[config.mk]
export PLATFORM = sky130hd
export DESIGN_NAME = wb_stage_flat
export DESIGN_NICKNAME = d
export VERILOG_FILES = /design/src/rtl/wb_stage_pkg.sv /design/src/rtl/wb_stage_if.sv /design/src/rtl/wb_stage_load_align.sv /design/src/rtl/wb_stage.sv /design/src/flat_wrapper.sv
export SDC_FILE = /design/constraint.sdc
export NUM_CORES = 1
export LEC_CHECK = 0
export CORE_MARGIN = 2
export CORE_UTILIZATION = 45
export DETAILED_ROUTE_END_ITERATION = 10
export GPL_ROUTABILITY_DRIVEN = 1
export GPL_TIMING_DRIVEN = 0
export PLACE_DENSITY_LB_ADDON = 0.1
export REMOVE_ABC_BUFFERS = 1
export SYNTH_ARGS = -nofsm -noshare
export SYNTH_HDL_FRONTEND = slang
export SYNTH_SLANG_ARGS = --single-unit
[constraint.sdc]
create_clock -name clk -period 3.6 [get_ports clk]
set_input_delay 0.72 -clock clk [delete_from_list [all_inputs] [get_ports clk]]
set_output_delay 0.72 -clock clk [all_outputs]
set_load 0.03 [all_outputs]
[src/rtl/wb_stage_pkg.sv]
// wb_stage_pkg: shared constants, load-type encodings and lane helper for the
// writeback stage.
package wb_stage_pkg;

  localparam int          XLEN_DEF  = 64;
  localparam logic [63:0] ZERO_WORD = 64'h0000_0000_0000_0000;

  typedef enum logic [2:0] {
    LD_LB  = 3'd0,
    LD_LH  = 3'd1,
    LD_LW  = 3'd2,
    LD_LD  = 3'd3,
    LD_LBU = 3'd4,
    LD_LHU = 3'd5,
    LD_LWU = 3'd6
  } ld_type_e;

  // Byte offset of the lane actually read: the address offset is masked down
  // to the access size, so misaligned accesses fall back to the aligned lane.
  function automatic logic [2:0] lane_offset(input logic [2:0] addr_lo,
                                             input ld_type_e  ld_type);
    logic [2:0] off;
    case (ld_type)
      LD_LB, LD_LBU: off = addr_lo;
      LD_LH, LD_LHU: off = {addr_lo[2:1], 1'b0};
      LD_LW, LD_LWU: off = {addr_lo[2], 2'b00};
      default:       off = 3'b000;
    endcase
    return off;
  endfunction

endpackage

[src/rtl/wb_stage_if.sv]
// wb_stage_if: MEM-to-WB retirement bus with a valid/ready handshake.
// master = MEM stage (drives the instruction), slave = writeback stage.
interface wb_stage_if #(
  parameter int XLEN = wb_stage_pkg::XLEN_DEF
) ();

  logic            in_valid;
  logic            in_ready;
  logic [XLEN-1:0] in_pc;
  logic [4:0]      in_rd;
  logic            in_rd_we;
  logic [XLEN-1:0] in_alu_res;
  logic            in_is_load;
  logic [2:0]      in_ld_type;
  logic [XLEN-1:0] in_mem_rdata;

  modport master (
    output in_valid, in_pc, in_rd, in_rd_we, in_alu_res,
           in_is_load, in_ld_type, in_mem_rdata,
    input  in_ready
  );

  modport slave (
    input  in_valid, in_pc, in_rd, in_rd_we, in_alu_res,
           in_is_load, in_ld_type, in_mem_rdata,
    output in_ready
  );

endinterface

[src/rtl/wb_stage_load_align.sv]
// load_align: combinational load data extraction. Picks the byte/half/word
// lane from the raw doubleword and sign- or zero-extends it; non-loads pass
// the ALU result through.
module load_align
  import wb_stage_pkg::*;
#(
  parameter int XLEN = XLEN_DEF
) (
  input  logic            is_load,
  input  ld_type_e        ld_type,
  input  logic [XLEN-1:0] alu_res,
  input  logic [XLEN-1:0] mem_rdata,
  output logic [XLEN-1:0] result
);

  logic [2:0]  off_s;
  logic [7:0]  byte_s;
  logic [15:0] half_s;
  logic [31:0] word_s;

  // Lane extraction from the masked offset, then extension by load type.
  always_comb begin
    off_s  = lane_offset(alu_res[2:0], ld_type);
    byte_s = mem_rdata[{off_s, 3'b000} +: 8];
    half_s = mem_rdata[{off_s, 3'b000} +: 16];
    word_s = mem_rdata[{off_s, 3'b000} +: 32];
    if (is_load) begin
      case (ld_type)
        LD_LB:   result = {{(XLEN-8){byte_s[7]}}, byte_s};
        LD_LH:   result = {{(XLEN-16){half_s[15]}}, half_s};
        LD_LW:   result = {{(XLEN-32){word_s[31]}}, word_s};
        LD_LBU:  result = {{(XLEN-8){1'b0}}, byte_s};
        LD_LHU:  result = {{(XLEN-16){1'b0}}, half_s};
        LD_LWU:  result = {{(XLEN-32){1'b0}}, word_s};
        default: result = mem_rdata;
      endcase
    end else begin
      result = alu_res;
    end
  end

endmodule

[src/rtl/wb_stage.sv]
// wb_stage: single-entry writeback stage. Registers a retiring instruction,
// drives the register-file write port one cycle later and counts commits.
// Optional feature macro WB_COMMIT_TRACE_EN adds commit_valid/commit_pc.
module wb_stage
  import wb_stage_pkg::*;
#(
  parameter int XLEN  = XLEN_DEF,
  parameter int CNT_W = 64
) (
  input  logic             clk,
  input  logic             rst,
  wb_stage_if.slave        mem_bus,
  input  logic             hold,
  input  logic             flush,
  output logic [4:0]       waddr,
  output logic [XLEN-1:0]  wdata,
  output logic             we,
  output logic [CNT_W-1:0] retired_cnt
`ifdef WB_COMMIT_TRACE_EN
  ,
  output logic             commit_valid,
  output logic [XLEN-1:0]  commit_pc
`endif
);

  logic             valid_r;
  logic             rd_we_r;
  logic [4:0]       rd_r;
  logic [XLEN-1:0]  data_r;
  logic [CNT_W-1:0] cnt_r;
  logic [XLEN-1:0]  ld_result_s;
  logic             accept_s;
  logic             commit_s;

  load_align #(
    .XLEN (XLEN)
  ) u_load_align (
    .is_load   (mem_bus.in_is_load),
    .ld_type   (ld_type_e'(mem_bus.in_ld_type)),
    .alu_res   (mem_bus.in_alu_res),
    .mem_rdata (mem_bus.in_mem_rdata),
    .result    (ld_result_s)
  );

  assign mem_bus.in_ready = ~hold;
  assign waddr            = rd_r;
  assign wdata            = data_r;
  assign retired_cnt      = cnt_r;

  // Handshake and commit qualification; hold masks the write in the same cycle.
  always_comb begin
    accept_s = mem_bus.in_valid & ~hold & ~flush;
    commit_s = valid_r & ~hold;
    we       = commit_s & rd_we_r & (rd_r != 5'd0);
  end

  // Held entry: flush drops it, an accept replaces it, hold freezes it,
  // otherwise it retires and the stage goes empty.
  always_ff @(posedge clk or negedge rst) begin
    if (!rst) begin
      valid_r <= 1'b0;
      rd_we_r <= 1'b0;
      rd_r    <= 5'd0;
      data_r  <= XLEN'(ZERO_WORD);
    end else if (flush) begin
      valid_r <= 1'b0;
    end else if (accept_s) begin
      valid_r <= 1'b1;
      rd_we_r <= mem_bus.in_rd_we;
      rd_r    <= mem_bus.in_rd;
      data_r  <= ld_result_s;
    end else if (hold) begin
      valid_r <= valid_r;
    end else begin
      valid_r <= 1'b0;
    end
  end

  // Retired-instruction counter, wrapping naturally at 2^CNT_W.
  always_ff @(posedge clk or negedge rst) begin
    if (!rst) begin
      cnt_r <= '0;
    end else if (commit_s) begin
      cnt_r <= cnt_r + CNT_W'(1'b1);
    end else begin
      cnt_r <= cnt_r;
    end
  end

`ifdef WB_COMMIT_TRACE_EN
  logic [XLEN-1:0] pc_r;

  // PC of the held entry, reported alongside each commit.
  always_ff @(posedge clk or negedge rst) begin
    if (!rst) begin
      pc_r <= XLEN'(ZERO_WORD);
    end else if (accept_s) begin
      pc_r <= mem_bus.in_pc;
    end else begin
      pc_r <= pc_r;
    end
  end

  assign commit_valid = commit_s;
  assign commit_pc    = pc_r;
`endif

endmodule

[src/flat_wrapper.sv]
// flat-port wrapper written by rule: the top's interface ports become plain ports
module wb_stage_flat import wb_stage_pkg::*;
#(
  parameter int XLEN  = XLEN_DEF,
  parameter int CNT_W = 64
)
  (clk, rst, hold, flush, waddr, wdata, we, retired_cnt, mem_bus_in_valid, mem_bus_in_pc, mem_bus_in_rd, mem_bus_in_rd_we, mem_bus_in_alu_res, mem_bus_in_is_load, mem_bus_in_ld_type, mem_bus_in_mem_rdata, mem_bus_in_ready);
  wb_stage_if #(.XLEN(XLEN)) mem_bus_i ();
  input  logic clk;
  input  logic rst;
  input  logic hold;
  input  logic flush;
  output logic [4:0] waddr;
  output logic [XLEN-1:0] wdata;
  output logic we;
  output logic [CNT_W-1:0] retired_cnt;
  input wire logic [$bits(mem_bus_i.in_valid)-1:0] mem_bus_in_valid;
  input wire logic [$bits(mem_bus_i.in_pc)-1:0] mem_bus_in_pc;
  input wire logic [$bits(mem_bus_i.in_rd)-1:0] mem_bus_in_rd;
  input wire logic [$bits(mem_bus_i.in_rd_we)-1:0] mem_bus_in_rd_we;
  input wire logic [$bits(mem_bus_i.in_alu_res)-1:0] mem_bus_in_alu_res;
  input wire logic [$bits(mem_bus_i.in_is_load)-1:0] mem_bus_in_is_load;
  input wire logic [$bits(mem_bus_i.in_ld_type)-1:0] mem_bus_in_ld_type;
  input wire logic [$bits(mem_bus_i.in_mem_rdata)-1:0] mem_bus_in_mem_rdata;
  output wire logic [$bits(mem_bus_i.in_ready)-1:0] mem_bus_in_ready;
  assign mem_bus_i.in_valid = mem_bus_in_valid;
  assign mem_bus_i.in_pc = mem_bus_in_pc;
  assign mem_bus_i.in_rd = mem_bus_in_rd;
  assign mem_bus_i.in_rd_we = mem_bus_in_rd_we;
  assign mem_bus_i.in_alu_res = mem_bus_in_alu_res;
  assign mem_bus_i.in_is_load = mem_bus_in_is_load;
  assign mem_bus_i.in_ld_type = mem_bus_in_ld_type;
  assign mem_bus_i.in_mem_rdata = mem_bus_in_mem_rdata;
  assign mem_bus_in_ready = mem_bus_i.in_ready;
  wb_stage #(.XLEN(XLEN), .CNT_W(CNT_W)) u_core (.clk(clk), .rst(rst), .mem_bus(mem_bus_i), .hold(hold), .flush(flush), .waddr(waddr), .wdata(wdata), .we(we), .retired_cnt(retired_cnt));
endmodule
==> summary.md, run 1 <==
| Metric | Value |
|---|---|
| Initial Util | 0.459 |
| MaxCap Viol Count | 0 |
| Slowest stage delay, CP | 0.95 ns |
| Distinct cells, synth | 73 |
| Clk_lat worst skew | 0.43 ns |
| Sink Count | 135 |
| Drt pass-1 iters | 5 |
| CP Cell Sequence | clkdlybuf4s50_1 > nor2b_4 > o32ai_2 > a2111oi_2 > and2_4 > a311oi_4 > buf_4 > buf_16 > a21oi_1 |
| Longest Clk Path Bufs | 2 |
| Worst path required time | 3.95 ns |
| Post-synth EDFFs | 0 |
| RSZ-0062 raised after global routing | no |
| Cell Pwr Density | 416 nW/um^2 |
| Ant. Diodes | 0 |
| Die Span Y | 139 um |
| Routed via count | 8128 |
| GR peak layer | met2 |
| Setup TNS Final | 0 ns |
| Slew Limit Headroom | 0.294 |
| Die ar. | 19400 um^2 |
| Worst VDD drop | 0.316 mV |
| Top cell type by total area after synthesis | dfrtp_1 |
| IO Count | 342 |
| H-tree Lvls | 4 |
| Top cells by area, synth | dfrtp_1 (41%), nand2_1 (6.6%), mux2i_1 (5.2%) |
| Logic pwr share | 0.300 |
| Startpoint Class | input pin |
| Vias/cell | 5.79 |
| Placed inst area | 11300 um^2 |
| Seq pwr share | 0.363 |
| Final Skew | 0.0124 ns |
| Finished Layout Cells | 1405 |
| Pleak | 5.01 nW |
| DRT Wirelength | 27400 um |
| WP data arrival | 3.72 ns |
| CTS tree | done |
| Yosys top cell area share | 0.410 |
| Cell area after synthesis | 8240 um^2 |
| GRT met2 Usage | 0.442 |
| Inst Count DP | 1364 |
| Register Area | 3380 um^2 |
| #FFs+latches synth | 135 |
| Worst slew pin tran | 1.06 ns |
| Top delay family on crit path | buffers and inverters |
| Routed WL per cell | 19.5 um |
| Fin nets | 1371 |
| Vias in the first global route | 7742 |
| Clock power frac | 0.337 |
| Synth top cells by count | nand2_1 (145), dfrtp_1 (135), o21ai_0 (59), a21oi_1 (51) |
| Tmin final | 3.38 ns |
| Sw power | 1.72 mW |
| Reg clk slew, reported paths | 0.07 ns |
| Antenna violations before repair | 0 |
| GRT met3 Usage | 0.0809 |
| Hold Path Class | input pin to asynchronous set/reset pin |
| Met1 global-route usage | 0.374 |
| CTS buffer count | 17 |
| PnR Total Power | 4.98 mW |
| Critical path fanouts, max | 16 |
| Fraction of layout cells with a size suffix above 1 | 0.103 |
| Core Util, Final | 0.665 |
| Register area share after synthesis | 0.410 |
| Multi-input gate area | 4550 um^2 |
| First DRT Iteration DRCs | 571 |
| Area Overhead vs Synth | 45.0% |
| Avg Cell Area, Syn | 9.10 um^2 |
| Drt drc | 0 |
| Worst Setup Path Type | input pin to flip-flop |
| Async set or reset register ratio after synthesis | 1.00 |
| Max Slew Vio Count | 0 |
| GRT Total Usage | 0.281 |
| # fillers | 1556 |
| Max Fclk | 0.296 GHz |
| Port Buffers | 277 |
| Dominant synthesized flop cell | dfrtp_1 |
| CP Capture Type | flip-flop |
| Final HPWL DP | 19100 um |
| Synth Instances | 906 |
| First-pass GRT wire length | 43300 um |
| Yosys warns | 0 |
| Slowest-stage cell, CP | clkdlybuf4s50_1 |
| Fin area | 11900 um^2 |
| Internal power | 3.26 mW |
| Hold Vio Cnt, Final | 0 |
| Remaining global-route overflow | 0 |
| Largest net degree at the start of global routing | 88 |
| Status | finished, final reports clean |
| Placer Congestion | 0.925 |
| Chip Width | 139 um |
| Final Cycle Share | 0.938 |
| Final setup viols | 0 |
| Routed Antenna Nets | 0 |
| Clock root buffer | clkbuf_16 |
| Most frequent cell after synthesis | nand2_1 |
| Core Area | 18000 um^2 |
| Rows | 49 |
| CP bufs+invs | 3 |
| Sw Ratio | 0.345 |
==> layout by cell type, fill, tap and decap left out, drive strengths merged, types with 11 or more instances in the layout <==
cell type	count
a31oi	11
dfrtp	135
mux2i	43
xor2	21
a21oi	81
nor3	12
nor2	44
buf	26
nand2	145
or3	33
xnor2	43
clkdlybuf4s50	272
o21ai	59
inv	22
nand3	35
and3	17
clkbuf	18
==> per-layer routing <==
| layer | up-vias | routed length [um] |
|---|---|---|
| met4 | 0 | 677 |
| met2 | 349 | 12800 |
| met1 | 3953 | 11800 |
| li1 | 3782 | - |
| met5 | - | 0 |
| met3 | 44 | 2110 |
==> state kept, by name, summed over array words and instances, names as in the netlist <==
name,flops
u_core.waddr,5
u_core.valid_r,1
u_core.wdata,64
u_core.retired_cnt,64
u_core.rd_we_r,1
==> power groups by stage <==
stage	logic, mW	clock network (mW)	registers, mW
after floorplan	0.394	0	2.16
after global placement	1.45	0	1.82
after detailed placement	1.48	0	1.83
after CTS	1.49	1.70	1.80
after global routing	1.58	1.78	1.83
final	1.49	1.68	1.81
==> logic make-up after synthesis <==
family / after synthesis / share of synthesized area
AOI/OAI and AO/OA: 223 / 0.184
xor gates and xnor gates: 64 / 0.0680
adders and majority gates: 1 / 0.00152
buffers and inverters: 75 / 0.0434
DFF: 135 / 0.410
muxes: 52 / 0.0727
and+or+nand+nor: 356 / 0.220
==> cell type report <==
cell class                      count  area share
Sequential cell                   135       0.283
Multi-Input combinational cell    696       0.381
Clock inverter                     14      0.0105
Clock buffer                       18      0.0359
Inverter                           13     0.00408
Timing Repair Buffer              300       0.262
Tap cell                          229      0.0240
==> worst register-to-register path, stage by stage (launching register included) <==
cell	delay, ns
dfrtp_1	0.42
ha_1	0.22
nand4b_1	0.16
nor3_2	0.40
nand4_1	0.43
nor2_1	0.39
nand3_1	0.14
xnor2_1	0.14
==> per-stage QoR <==
| step | setup slack (ns) | hold WS [ns] |
|---|---|---|
| finish | 0.225 | 0.230 |
| global placement | -5.97 | 0.457 |
| floorplan | -1.92 | 0.424 |
| global route | 0.142 | 0.260 |
| CTS | 0.0866 | 0.244 |
| detailed placement | -1.04 | 0.460 |
==> repair_timing <==
| action | in CTS | in global routing |
|---|---|---|
| endpoints found under the setup margin | 48 | 7 |
| setup buffers | 7 | 2 |
| hold buffers | 0 | 0 |
| pin swaps | 2 | 1 |
| gates resized for setup | 7 | 1 |
==> path summary, 6_finish.rpt <==
path,slack (ns),cells after the start,to,startpoint
min,0.23,1,u_core.retired_cnt[5],rst
min reg2reg,0.47,2,u_core.wdata[4],u_core.wdata[4]
min in group clk,0.47,2,u_core.wdata[4],u_core.wdata[4]
max in group asynchronous,2.54,2,u_core.retired_cnt[33],rst
max reg2reg,1.19,7,u_core.retired_cnt[56],u_core.retired_cnt[0]
max,0.22,9,u_core.wdata[62],mem_bus_in_alu_res[1]
Power figures use the tool's default switching activity.
==> run 2, diff against run 1 <==
- CELL_PAD_IN_SITES_DETAIL_PLACEMENT: not set -> 1
- CELL_PAD_IN_SITES_GLOBAL_PLACEMENT: not set -> 1
- CORE_UTILIZATION: 45 -> 35
- CTS_BUF_LIST: not set -> sky130_fd_sc_hd__clkbuf_8
==> run 2 against run 1 <==
  * Sequential cell count unchanged
  * Highest routed layer is now met5
  * Utilization decreased by 16 points
  * Power decreased by 6.6%
  * Worst hold slack improved by 0.030 ns
  * Non-clock buffer count decreased by 2
  * Worst setup slack improved by 0.030 ns
  * Sequential power about the same
  * Largest power group unchanged
  * Final area decreased by 0.74%
  * Via count decreased by 1.0%
  * Global-route usage decreased by 3.1 points
  * Clock power decreased by 20%
==> summary.md, run 2 (synthesized netlist as in run 1, its figures left out) <==
| Metric | Value |
|---|---|
| Status | finished, final reports clean (unchanged) |
| PnR Total Power | 4.65 mW (was 4.98 mW) |
| Hold Vio Cnt, Final | 0 (unchanged) |
| Max Fclk | 0.299 GHz (was 0.296 GHz) |
| Routed via count | 8047 (was 8128) |
| First-pass GRT wire length | 47800 um (was 43300 um) |
| CTS Hold Buffers Added | 0 (unchanged) |
| Clock root buffer | clkbuf_8 (was clkbuf_16) |
| Worst path required time | 3.97 ns (was 3.95 ns) |
| Largest net degree at the start of global routing | 71 (was 88) |
| Drt drc | 0 (unchanged) |
| MaxCap Viol Count | 0 (unchanged) |
| Seq pwr share | 0.388 (was 0.363) |
| Reg clk slew, reported paths | 0.10 ns (was 0.07 ns) |
| Final Cycle Share | 0.929 (was 0.938) |
| Fraction of layout cells with a size suffix above 1 | 0.103 (about the same) |
| Sw Ratio | 0.367 (was 0.345) |
| GRT Total Usage | 0.249 (was 0.281) |
| Critical path fanouts, max | 14 (was 16) |
| Slowest-stage cell, CP | clkdlybuf4s50_1 (unchanged) |
| Drt pass-1 iters | 4 (was 5) |
| Hold Path Class | input pin to asynchronous set/reset pin (unchanged) |
| First DRT Iteration DRCs | 379 (was 571) |
| Crit path from | hold (was mem_bus_in_alu_res[1]) |
| Commonest cells after routing, fill and taps aside | clkdlybuf4s50_1 (271), nand2_1 (144), dfrtp_1 (135), o21ai_0 (59), a21oi_1 (51) (was clkdlybuf4s50_1 (272), nand2_1 (144), dfrtp_1 (135), o21ai_0 (59), a21oi_1 (51)) |
| Rows | 56 (was 49) |
| CTS tree | done (unchanged) |
| Remaining global-route overflow | 0 (unchanged) |
| Routed Antenna Nets | 0 (unchanged) |
| Final Skew | 0.0176 ns (was 0.0124 ns) |
| Placer Congestion | 0.815 (was 0.925) |
| CP bufs+invs | 2 (was 3) |
| DRT Wirelength | 30500 um (was 27400 um) |
| Fin nets | 1369 (was 1371) |
| Slowest stage delay, CP | 0.54 ns (was 0.95 ns) |
| Final HPWL DP | 22100 um (was 19100 um) |
| Internal power | 2.94 mW (was 3.26 mW) |
| CTS buffer count | 17 (unchanged) |
| Max Slew Vio Count | 0 (unchanged) |
| Chip Width | 157 um (was 139 um) |
| IO Count | 342 (unchanged) |
| Core Area | 23300 um^2 (was 18000 um^2) |
| Slew Limit Headroom | 0.383 (was 0.294) |
| Cell Pwr Density | 392 nW/um^2 (was 416 nW/um^2) |
| Worst slack, placed | -0.996 ns (was -1.04 ns) |
| Setup TNS Final | 0 ns (unchanged) |
| Tmin final | 3.34 ns (was 3.38 ns) |
| Sink Count | 135 (unchanged) |
| Worst slew pin tran | 0.926 ns (was 1.06 ns) |
| Startpoint Class | input pin (unchanged) |
| Inst Count DP | 1455 (was 1364) |
| Top delay family on crit path | simple AND/OR/NAND/NOR gates (was buffers and inverters) |
| Antenna violations before repair | 1 (was 0) |
| Clock power frac | 0.289 (was 0.337) |
| Initial Util | 0.354 (was 0.459) |
| Vias/cell | 5.38 (was 5.79) |
| CP Cell Sequence | clkdlybuf4s50_1 > nor3b_4 > buf_6 > and2_1 > nand2_2 > nor2_2 > a22oi_1 > o2111ai_1 (was clkdlybuf4s50_1 > nor2b_4 > o32ai_2 > a2111oi_2 > and2_4 > a311oi_4 > buf_4 > buf_16 > a21oi_1) |
| Reg2reg start | u_core.retired_cnt[0] (unchanged) |
| RSZ-0062 raised after global routing | no (unchanged) |
| Pleak | 4.92 nW (was 5.01 nW) |
| Area Overhead vs Synth | 43.9% (was 45.0%) |
| Sw power | 1.71 mW (was 1.72 mW) |
| Finished Layout Cells | 1495 (was 1405) |
| Die Span Y | 157 um (was 139 um) |
| Most common cell after layout, fill and taps aside | clkdlybuf4s50_1 (unchanged) |
| CP Capture Type | flip-flop (unchanged) |
| Die ar. | 24800 um^2 (was 19400 um^2) |
| WP data arrival | 3.71 ns (was 3.72 ns) |
| Logic pwr share | 0.324 (was 0.300) |
| Longest Clk Path Bufs | 2 (unchanged) |
| Core Util, Final | 0.510 (was 0.665) |
| Clk_lat worst skew | 0.46 ns (was 0.43 ns) |
| Final setup viols | 0 (unchanged) |
| Port Buffers | 277 (unchanged) |
| Worst VDD drop | 0.164 mV (was 0.316 mV) |
| PnR worst setup slack | 0.255 ns (was 0.225 ns) |
| Routed WL per cell | 20.4 um (was 19.5 um) |
| H-tree Lvls | 4 (unchanged) |
| Vias in the first global route | 8395 (was 7742) |
| Worst Setup Path Type | input pin to flip-flop (unchanged) |
## run 2: worst reg2reg max path: stages, from the launching register on
cell and delay (ns):
dfrtp_1 0.43, ha_1 0.22, nand4b_1 0.15, nor3_2 0.44, nand4_1 0.47, nor2_1 0.45
nand3_1 0.14, xnor2_1 0.14
## run 2: power by group through the flow
stage	combinational, mW	clock [mW]	sequential (mW)
detailed placement	1.51	0	1.83
finish	1.50	1.34	1.80
floorplan	0.394	0	2.16
CTS	1.52	1.37	1.80
global placement	1.47	0	1.83
global route	1.61	1.43	1.82
## run 2: stage by stage
stage | hold slack [ns] | instance area, um^2
final | 0.259 | 11900
after global placement | 0.459 | 11100
after detailed placement | 0.468 | 11400
after global routing | 0.303 | 11900
after floorplan | 0.424 | 7930
after CTS | 0.279 | 11800
## run 2: final timing paths
path / depth (start not counted) / slack (ns) / endpoint
setup reg to reg: 7 / 1.04 / u_core.retired_cnt[56]
max in group asynchronous: 2 / 2.49 / u_core.wdata[2]
min in group clk: 1 / 0.47 / u_core.retired_cnt[63]
hold / removal: 1 / 0.26 / u_core.retired_cnt[5]
hold reg to reg: 1 / 0.47 / u_core.retired_cnt[63]
setup / recovery: 8 / 0.26 / u_core.wdata[28]
## run 2: final cells by class
class	count	area, um^2
Fill cell	2715	11400
Multi-Input combinational cell	696	4550
Sequential cell	135	3380
Timing Repair Buffer	298	3080
Tap cell	319	399
Clock buffer	18	248
Clock inverter	14	154
Inverter	13	48.8
Antenna cell	2	5.00
## run 2: layer usage
metal | track usage | up-vias | wire length, um
li1 | - | 3767 | -
met1 | 0.316 | 3966 | 13100
met2 | 0.418 | 263 | 14800
met3 | 0.0603 | 49 | 1870
met4 | 0.0801 | 2 | 768
met5 | 0 | - | 11
## run 2: what timing repair did
item	CTS	global route
setup endpoints to repair	48	26
buffers inserted	3	3
resized for setup	8	3
pin swaps	1	1
==> run 3, diff against run 2 <==
- HOLD_SLACK_MARGIN: not set -> 0.05
==> results of run 3 <==
The final DEF is identical to that of run 2; final timing and power are the same.
